[src/rtl/mplier_pkg.sv]
// Shared definitions for the radix-8 Booth multiplier: the recode digit
// type, its encodings, and the partial-product count helper.
package mplier_pkg;

  // One radix-8 Booth digit, -4..+4 in 4-bit two's complement.
  typedef logic signed [3:0] booth_digit_t;

  localparam booth_digit_t ZERO = 4'sd0;
  localparam booth_digit_t P1   = 4'sd1;
  localparam booth_digit_t P2   = 4'sd2;
  localparam booth_digit_t P3   = 4'sd3;
  localparam booth_digit_t P4   = 4'sd4;
  localparam booth_digit_t M1   = -4'sd1;
  localparam booth_digit_t M2   = -4'sd2;
  localparam booth_digit_t M3   = -4'sd3;
  localparam booth_digit_t M4   = -4'sd4;

  // Number of partial products. A signed multiplier needs one sign bit of
  // headroom; an unsigned one needs the extra zero bit above its MSB as well,
  // so the top digit can never come out negative.
  function automatic int npp(input int width, input bit unsigned_en);
    return unsigned_en ? (width + 4) / 3 : (width + 3) / 3;
  endfunction

endpackage

[src/rtl/booth8_pp_sel.sv]
// Radix-8 Booth digit recoder and partial-product selector (combinational).
// Produces digit * mcand as a WIDTH+3 bit two's complement value.
module booth8_pp_sel #(
  parameter int WIDTH = 16
) (
  input  logic [3:0]       i_win,
  input  logic [WIDTH-1:0] i_mcand,
  input  logic [WIDTH+1:0] i_mcand3x,
  input  logic             i_signed,
  output logic [WIDTH+2:0] o_pp
);
  import mplier_pkg::*;

  localparam int PPW = WIDTH + 3;

  booth_digit_t     w_digit;
  logic             w_mc_sx;
  logic [PPW-1:0]   w_m1;
  logic [PPW-1:0]   w_m3;
  logic [PPW-1:0]   w_mag;

  // Window {b3,b2,b1,b0} has value -4*b3 + 2*b2 + b1 + b0.
  assign w_digit = booth_digit_t'({i_win[3], i_win[3:1]}) + booth_digit_t'({3'b000, i_win[0]});

  assign w_mc_sx = i_signed & i_mcand[WIDTH-1];
  assign w_m1    = {{3{w_mc_sx}}, i_mcand};
  assign w_m3    = {(i_signed & i_mcand3x[WIDTH+1]), i_mcand3x};

  // Select the digit magnitude times mcand; unused codes give zero.
  always_comb begin
    w_mag = '0;
    case (w_digit)
      P1, M1:  w_mag = w_m1;
      P2, M2:  w_mag = w_m1 << 1;
      P3, M3:  w_mag = w_m3;
      P4, M4:  w_mag = w_m1 << 2;
      default: w_mag = '0;
    endcase
  end

  // Negative digits negate the selected multiple.
  assign o_pp = w_digit[3] ? (~w_mag + PPW'(1)) : w_mag;

endmodule

[src/rtl/booth8_mult_pipe.sv]
// Three-stage pipelined radix-8 Booth multiplier with valid/ready on both
// sides. S1: recode, 3x, select. S2: carry-save compression. S3: final add.
// Optional macro MPLIER_UNSIGNED_EN adds the in_signed port so operands can
// be treated as unsigned.
module booth8_mult_pipe #(
  parameter int WIDTH = 16
) (
  input  logic               clk,
  input  logic               rst,
  input  logic               in_valid,
  output logic               in_ready,
  input  logic [WIDTH-1:0]   mcand,
  input  logic [WIDTH-1:0]   mplier,
`ifdef MPLIER_UNSIGNED_EN
  input  logic               in_signed,
`endif
  output logic               out_valid,
  input  logic               out_ready,
  output logic [2*WIDTH-1:0] product
);
  import mplier_pkg::*;

`ifdef MPLIER_UNSIGNED_EN
  localparam bit UNS_EN = 1'b1;
`else
  localparam bit UNS_EN = 1'b0;
`endif
  localparam int NPP  = npp(WIDTH, UNS_EN);
  localparam int PPW  = WIDTH + 3;
  localparam int PW   = 2 * WIDTH;
  localparam int MEXT = 3 * NPP + 1;

  logic              w_adv;
  logic              w_sgn;
  logic [MEXT-1:0]   w_mext;
  logic [WIDTH+1:0]  w_mc_ext2;
  logic [WIDTH+1:0]  w_mcand3x;
  logic [PPW-1:0]    w_pp   [NPP];
  logic [PW-1:0]     w_row  [NPP];
  logic [PW-1:0]     w_s    [NPP];
  logic [PW-1:0]     w_c    [NPP];

  logic              r_v1, r_v2, r_v3;
  logic [PPW-1:0]    r_pp   [NPP];
  logic [PW-1:0]     r_sum, r_carry;
  logic [PW-1:0]     r_prod;

`ifdef MPLIER_UNSIGNED_EN
  assign w_sgn = in_signed;
`else
  assign w_sgn = 1'b1;
`endif

  // The whole pipe moves together; it only stalls when a finished product
  // is waiting and the consumer is not taking it.
  assign w_adv     = !r_v3 || out_ready;
  assign in_ready  = w_adv;
  assign out_valid = r_v3;
  assign product   = r_prod;

  // ---------------- S1: recode, 3x, partial-product select ----------------
  assign w_mext    = {{(MEXT-WIDTH-1){w_sgn & mplier[WIDTH-1]}}, mplier, 1'b0};
  assign w_mc_ext2 = {{2{w_sgn & mcand[WIDTH-1]}}, mcand};
  assign w_mcand3x = w_mc_ext2 + {w_mc_ext2[WIDTH:0], 1'b0};

  genvar gi;
  generate
    for (gi = 0; gi < NPP; gi++) begin : g_sel
      booth8_pp_sel #(.WIDTH(WIDTH)) u_sel (
        .i_win     (w_mext[3*gi+3 -: 4]),
        .i_mcand   (mcand),
        .i_mcand3x (w_mcand3x),
        .i_signed  (w_sgn),
        .o_pp      (w_pp[gi])
      );
    end
  endgenerate

  // S1 data register: partial products of the accepted operand pair.
  always_ff @(posedge clk) begin
    if (w_adv) r_pp <= w_pp;
  end

  // ---------------- S2: carry-save compression ----------------------------
  // Each partial product is sign-extended to full width and weighted by 8^i,
  // then folded into a running sum/carry pair with per-column 3:2 counters.
  generate
    for (gi = 0; gi < NPP; gi++) begin : g_row
      assign w_row[gi] = {{(PW-PPW){r_pp[gi][PPW-1]}}, r_pp[gi]} << (3*gi);
    end
  endgenerate

  assign w_s[0] = w_row[0];
  assign w_c[0] = '0;
  generate
    for (gi = 1; gi < NPP; gi++) begin : g_csa
      assign w_s[gi] = w_s[gi-1] ^ w_c[gi-1] ^ w_row[gi];
      assign w_c[gi] = ((w_s[gi-1] & w_c[gi-1]) | (w_s[gi-1] & w_row[gi]) |
                        (w_c[gi-1] & w_row[gi])) << 1;
    end
  endgenerate

  // S2 data register: redundant sum/carry rows.
  always_ff @(posedge clk) begin
    if (w_adv) begin
      r_sum   <= w_s[NPP-1];
      r_carry <= w_c[NPP-1];
    end
  end

  // ---------------- S3: final carry-propagate add -------------------------
  // Product register; holds while stalled so the consumer sees a stable value.
  always_ff @(posedge clk) begin
    if (rst) r_prod <= '0;
    else if (w_adv) r_prod <= r_sum + r_carry;
  end

  // Stage valid bits shift with the data; bubbles enter as zeros.
  always_ff @(posedge clk) begin
    if (rst) begin
      r_v1 <= 1'b0;
      r_v2 <= 1'b0;
      r_v3 <= 1'b0;
    end else if (w_adv) begin
      r_v1 <= in_valid;
      r_v2 <= r_v1;
      r_v3 <= r_v2;
    end
  end

endmodule
[config.mk]
export PLATFORM = sky130hd
export DESIGN_NAME = booth8_mult_pipe
export DESIGN_NICKNAME = d
export VERILOG_FILES = /design/src/rtl/mplier_pkg.sv /design/src/rtl/booth8_pp_sel.sv /design/src/rtl/booth8_mult_pipe.sv
export SDC_FILE = /design/constraint.sdc
export NUM_CORES = 1
export LEC_CHECK = 0
export CAP_MARGIN = 0
export CORE_ASPECT_RATIO = 0.9
export CORE_MARGIN = 2
export CORE_UTILIZATION = 45
export CTS_CLUSTER_DIAMETER = 150
export DETAILED_ROUTE_END_ITERATION = 8
export PLACE_DENSITY = 0.59
export SYNTH_ARGS = -nofsm -noshare
export SYNTH_HDL_FRONTEND = slang
export SYNTH_SLANG_ARGS = --single-unit
[constraint.sdc]
create_clock -name clk -period 22.2 [get_ports clk]
set_input_delay 4.44 -clock clk [delete_from_list [all_inputs] [get_ports clk]]
set_output_delay 4.44 -clock clk [all_outputs]
set_load 0.01 [all_outputs]
==> summary.md <==
| Metric | Value |
|---|---|
| F_max | 0.0934 GHz |
| Post-Syn Nets | 1,807 |
| Final-report hold violation count | 0 |
| Hpwl dp | 30,800 um |
| CP max stage cell | clkdlybuf4s50_1 |
| Pleak | 7.05 nW |
| Share of post-route cells with drive strength above 1 | 5.47% |
| Worst-skew pair later-pin latency | 490 ps |
| Yosys top cell by area | edfxtp_1 |
| Main combinational cell family by area after synthesis | compound AO/OA/AOI/OAI gates |
| Ant. Diodes | 0 |
| Hold Path Depth | 0 |
| Hold path endpoint | r_sum[0] |
| Pwr Total | 2.10 mW |
| Prevailing post-synth register cell | edfxtp_1 |
| WP buf/inv | 4 |
| CP required | 17,760 ps |
| Unique masters post-synth | 83 |
| Worst path cell trace | clkdlybuf4s50_1, nor2b_4, buf_4, inv_8, clkdlybuf4s50_1 |
| TritonRoute pass-1 iters | 6 |
| Post CTS Setup Buffer Count | 0 |
| Die area | 0.0364 sq mm |
| First-pass GRT wire length | 65,000 um |
| Top-area cell type share of the netlist area | 32.2% |
| Root buffer cell | clkbuf_16 |
| Mux share of post-synthesis cell area | 0.726% |
| Kind of critical path | in -> out |
| Htree depth | 1 |
| Post-CTS Resized | 0 |
| FF-to-FF path depth | 6 |
| # placed instances | 2,068 |
| Vias in the first global route | 11.7k |
| Worst Skew | 9.36 ps |
| Mean Syn Cell Area | 9.78 sq um |
| Util after Layout | 51.2% |
| Wire per inst | 19.6 um |
| Hold_buf cts | 0 |
| Num rows | 64 |
| Hold Crit Start | r_pp[95] |
| I/O pins | 70 |
| Synth Warn # | 0 |
| Critical Path Most Common Cell | clkdlybuf4s50_1 |
| Die W | 201 um |
| Area grow syn2layout | 11.7% |
| Core ar. | 0.0342 sq mm |
| Cell Area, Synth | 0.0157 sq mm |
| Synth Register Bits | 203 |
| Reg-to-reg setup timing slack | 18,820 ps |
| Crit-path leading delay family | buffers and inverters |
| XOR/XNOR Fraction of Synth Area | 7.19% |
| CTS Buffer Depth | 3 |
| R2R Path End | r_sum[30] |
| Synth Instances | 1,604 |
| Initial Util | 45.9% |
| Gr usage total | 22.6% |
| Startpoint types | input port |
| Max Cap Viol | 0 |
| Clock transition at the registers of the reported paths | 60 ps |
| Period minus WS final | 10,700 ps |
| Initial antenna violation count | 4 |
| Top post-synthesis cells by area | edfxtp_1 32%, fa_1 9.2%, ha_1 7.6%, xnor2_1 4.9%, dfxtp_1 4.5% |
| Hold Crit Class | reg -> reg |
| Routed vias | 12.4k |
| Slew HR | 21.0% |
| Reg2reg start | r_pp[113] |
| CTS sink count | 203 |
| GRT overflow | 0 |
| WL final | 41,300 um |
| Worst VDD drop | 0.0617 mV |
| Initial DRC count | 1,064 |
| Slowest stage delay, CP | 610 ps |
| Worst path arrival time | 6260 ps |
| CTS tree | built |
| Routed Antenna Nets | 0 |
| Setup crit end kind | output port |
| Post-synthesis sequential area ratio | 36.6% |
| Tcrit/Tclk final | 48.2% |
| Total CTS buffers | 23 |
| Fin Setup TNS | 0 ps |
| Status | finished clean |
| Synth Area in Adders | 16.8% |
| Fillers | 3,162 |
| Hold_ws | 419 ps |
| Crit path max fanout | 62 |
| Avg Vias per Cell | 5.87 |
| Final Non-Filler Cells | 2,107 |
| Die H | 181 um |
| RSZ-0062 raised after global routing | false |
| Post-route DRC | 0 |
| Largest net degree at the start of global routing | 75 |
| Port bufs | 69 |
| Final nets | 1,834 |
| Max-slew violations | 0 |
| Placer Congestion | 0.926 |
| Synth Area in Simple Gates | 13.2% |
| PD cells | 120 mW/mm^2 |
| Worst Max-Slew Pin Slew | 1190 ps |
| Post-synthesis compound-gate area fraction | 20.3% |
| Post-synth EDFFs | 168 |
| Ys async rst share | 0% |
| Setup-failing EPs final | 0 |
## layout make-up
type	count	area, sq um	share of cell area, %
clock buffer	25	583	3.33
clock inverter	14	145	0.829
inverter	120	458	2.61
multi-input combinational	1190	9140	52.2
sequential	203	5750	32.8
tap	462	578	3.30
timing repair buffer	93	871	4.97
## where the power goes
group / leakage (nW) / switching, mW / internal [mW]
logic: 4.59 / 0.598 / 0.465
clock network: 0.356 / 0.146 / 0.223
registers: 2.11 / 0.0511 / 0.614
## cells in the final DEF (no fill, tap or decap), types with 13 or more instances in the layout
cell type / count
a221oi_1: 18
nor2b_1: 15
nor2_1: 106
a31oi_1: 21
o21ai_0: 86
clkbuf_16: 23
a22o_1: 19
a221o_1: 19
nand4_1: 13
nand3_1: 29
and3_1: 13
dfxtp_1: 35
nand2b_1: 14
inv_1: 119
xor2_1: 38
and2_1: 18
buf_4: 24
o31ai_1: 17
a22oi_1: 16
fa_1: 72
edfxtp_1: 168
nand2_1: 141
clkdlybuf4s50_1: 69
ha_1: 95
a222oi_1: 27
nor3_1: 19
a21o_1: 15
a21oi_1: 111
xnor2_1: 87
## layer usage
layer | up-vias | wire length [um] | global-route usage [%]
li1 | 5929 | - | -
met1 | 5863 | 19500 | 33.7
met2 | 499 | 17500 | 34.1
met3 | 74 | 3320 | 3.45
met4 | 2 | 980 | 6.58
met5 | - | 16 | 0
## state kept, by name, indices dropped and copies added (netlist names)
register,count
out_valid,1
product,32
r_carry,24
r_pp,112
r_sum,32
r_v1,1
r_v2,1
## stage by stage
stage | setup slack [ps] | area, sq um
6_report | 11500 | 17500
3_3_place_gp | 11480 | 16800
4_1_cts | 11470 | 17500
2_1_floorplan | 8320 | 15700
3_5_place_dp | 11470 | 16800
5_1_grt | 11390 | 17500
## kinds of logic after synthesis
group	count (synthesis)
XOR/XNOR	127
AND/OR/NAND/NOR	426
flip-flops	203
multiplexers	11
AO/OA/AOI/OAI	459
buffers and inverters	211
adder cells (fa/ha/maj)	167
## cells in the mapped netlist (all sizes together) (35+ instances only)
library cell,n
xnor2,87
xor2,40
dfxtp,35
edfxtp,168
nor2,106
fa,72
nand2,141
inv,120
ha,95
clkbuf,74
o21ai,90
a21oi,111
## worst max-delay path by stage
stage	start	to	cells after the start
after floorplan	out_ready	in_ready	3
after global placement	out_ready	in_ready	5
after detailed placement	out_ready	in_ready	5
after CTS	out_ready	in_ready	5
after global routing	out_ready	in_ready	5
final	out_ready	in_ready	5
Power figures use the tool's default switching activity.
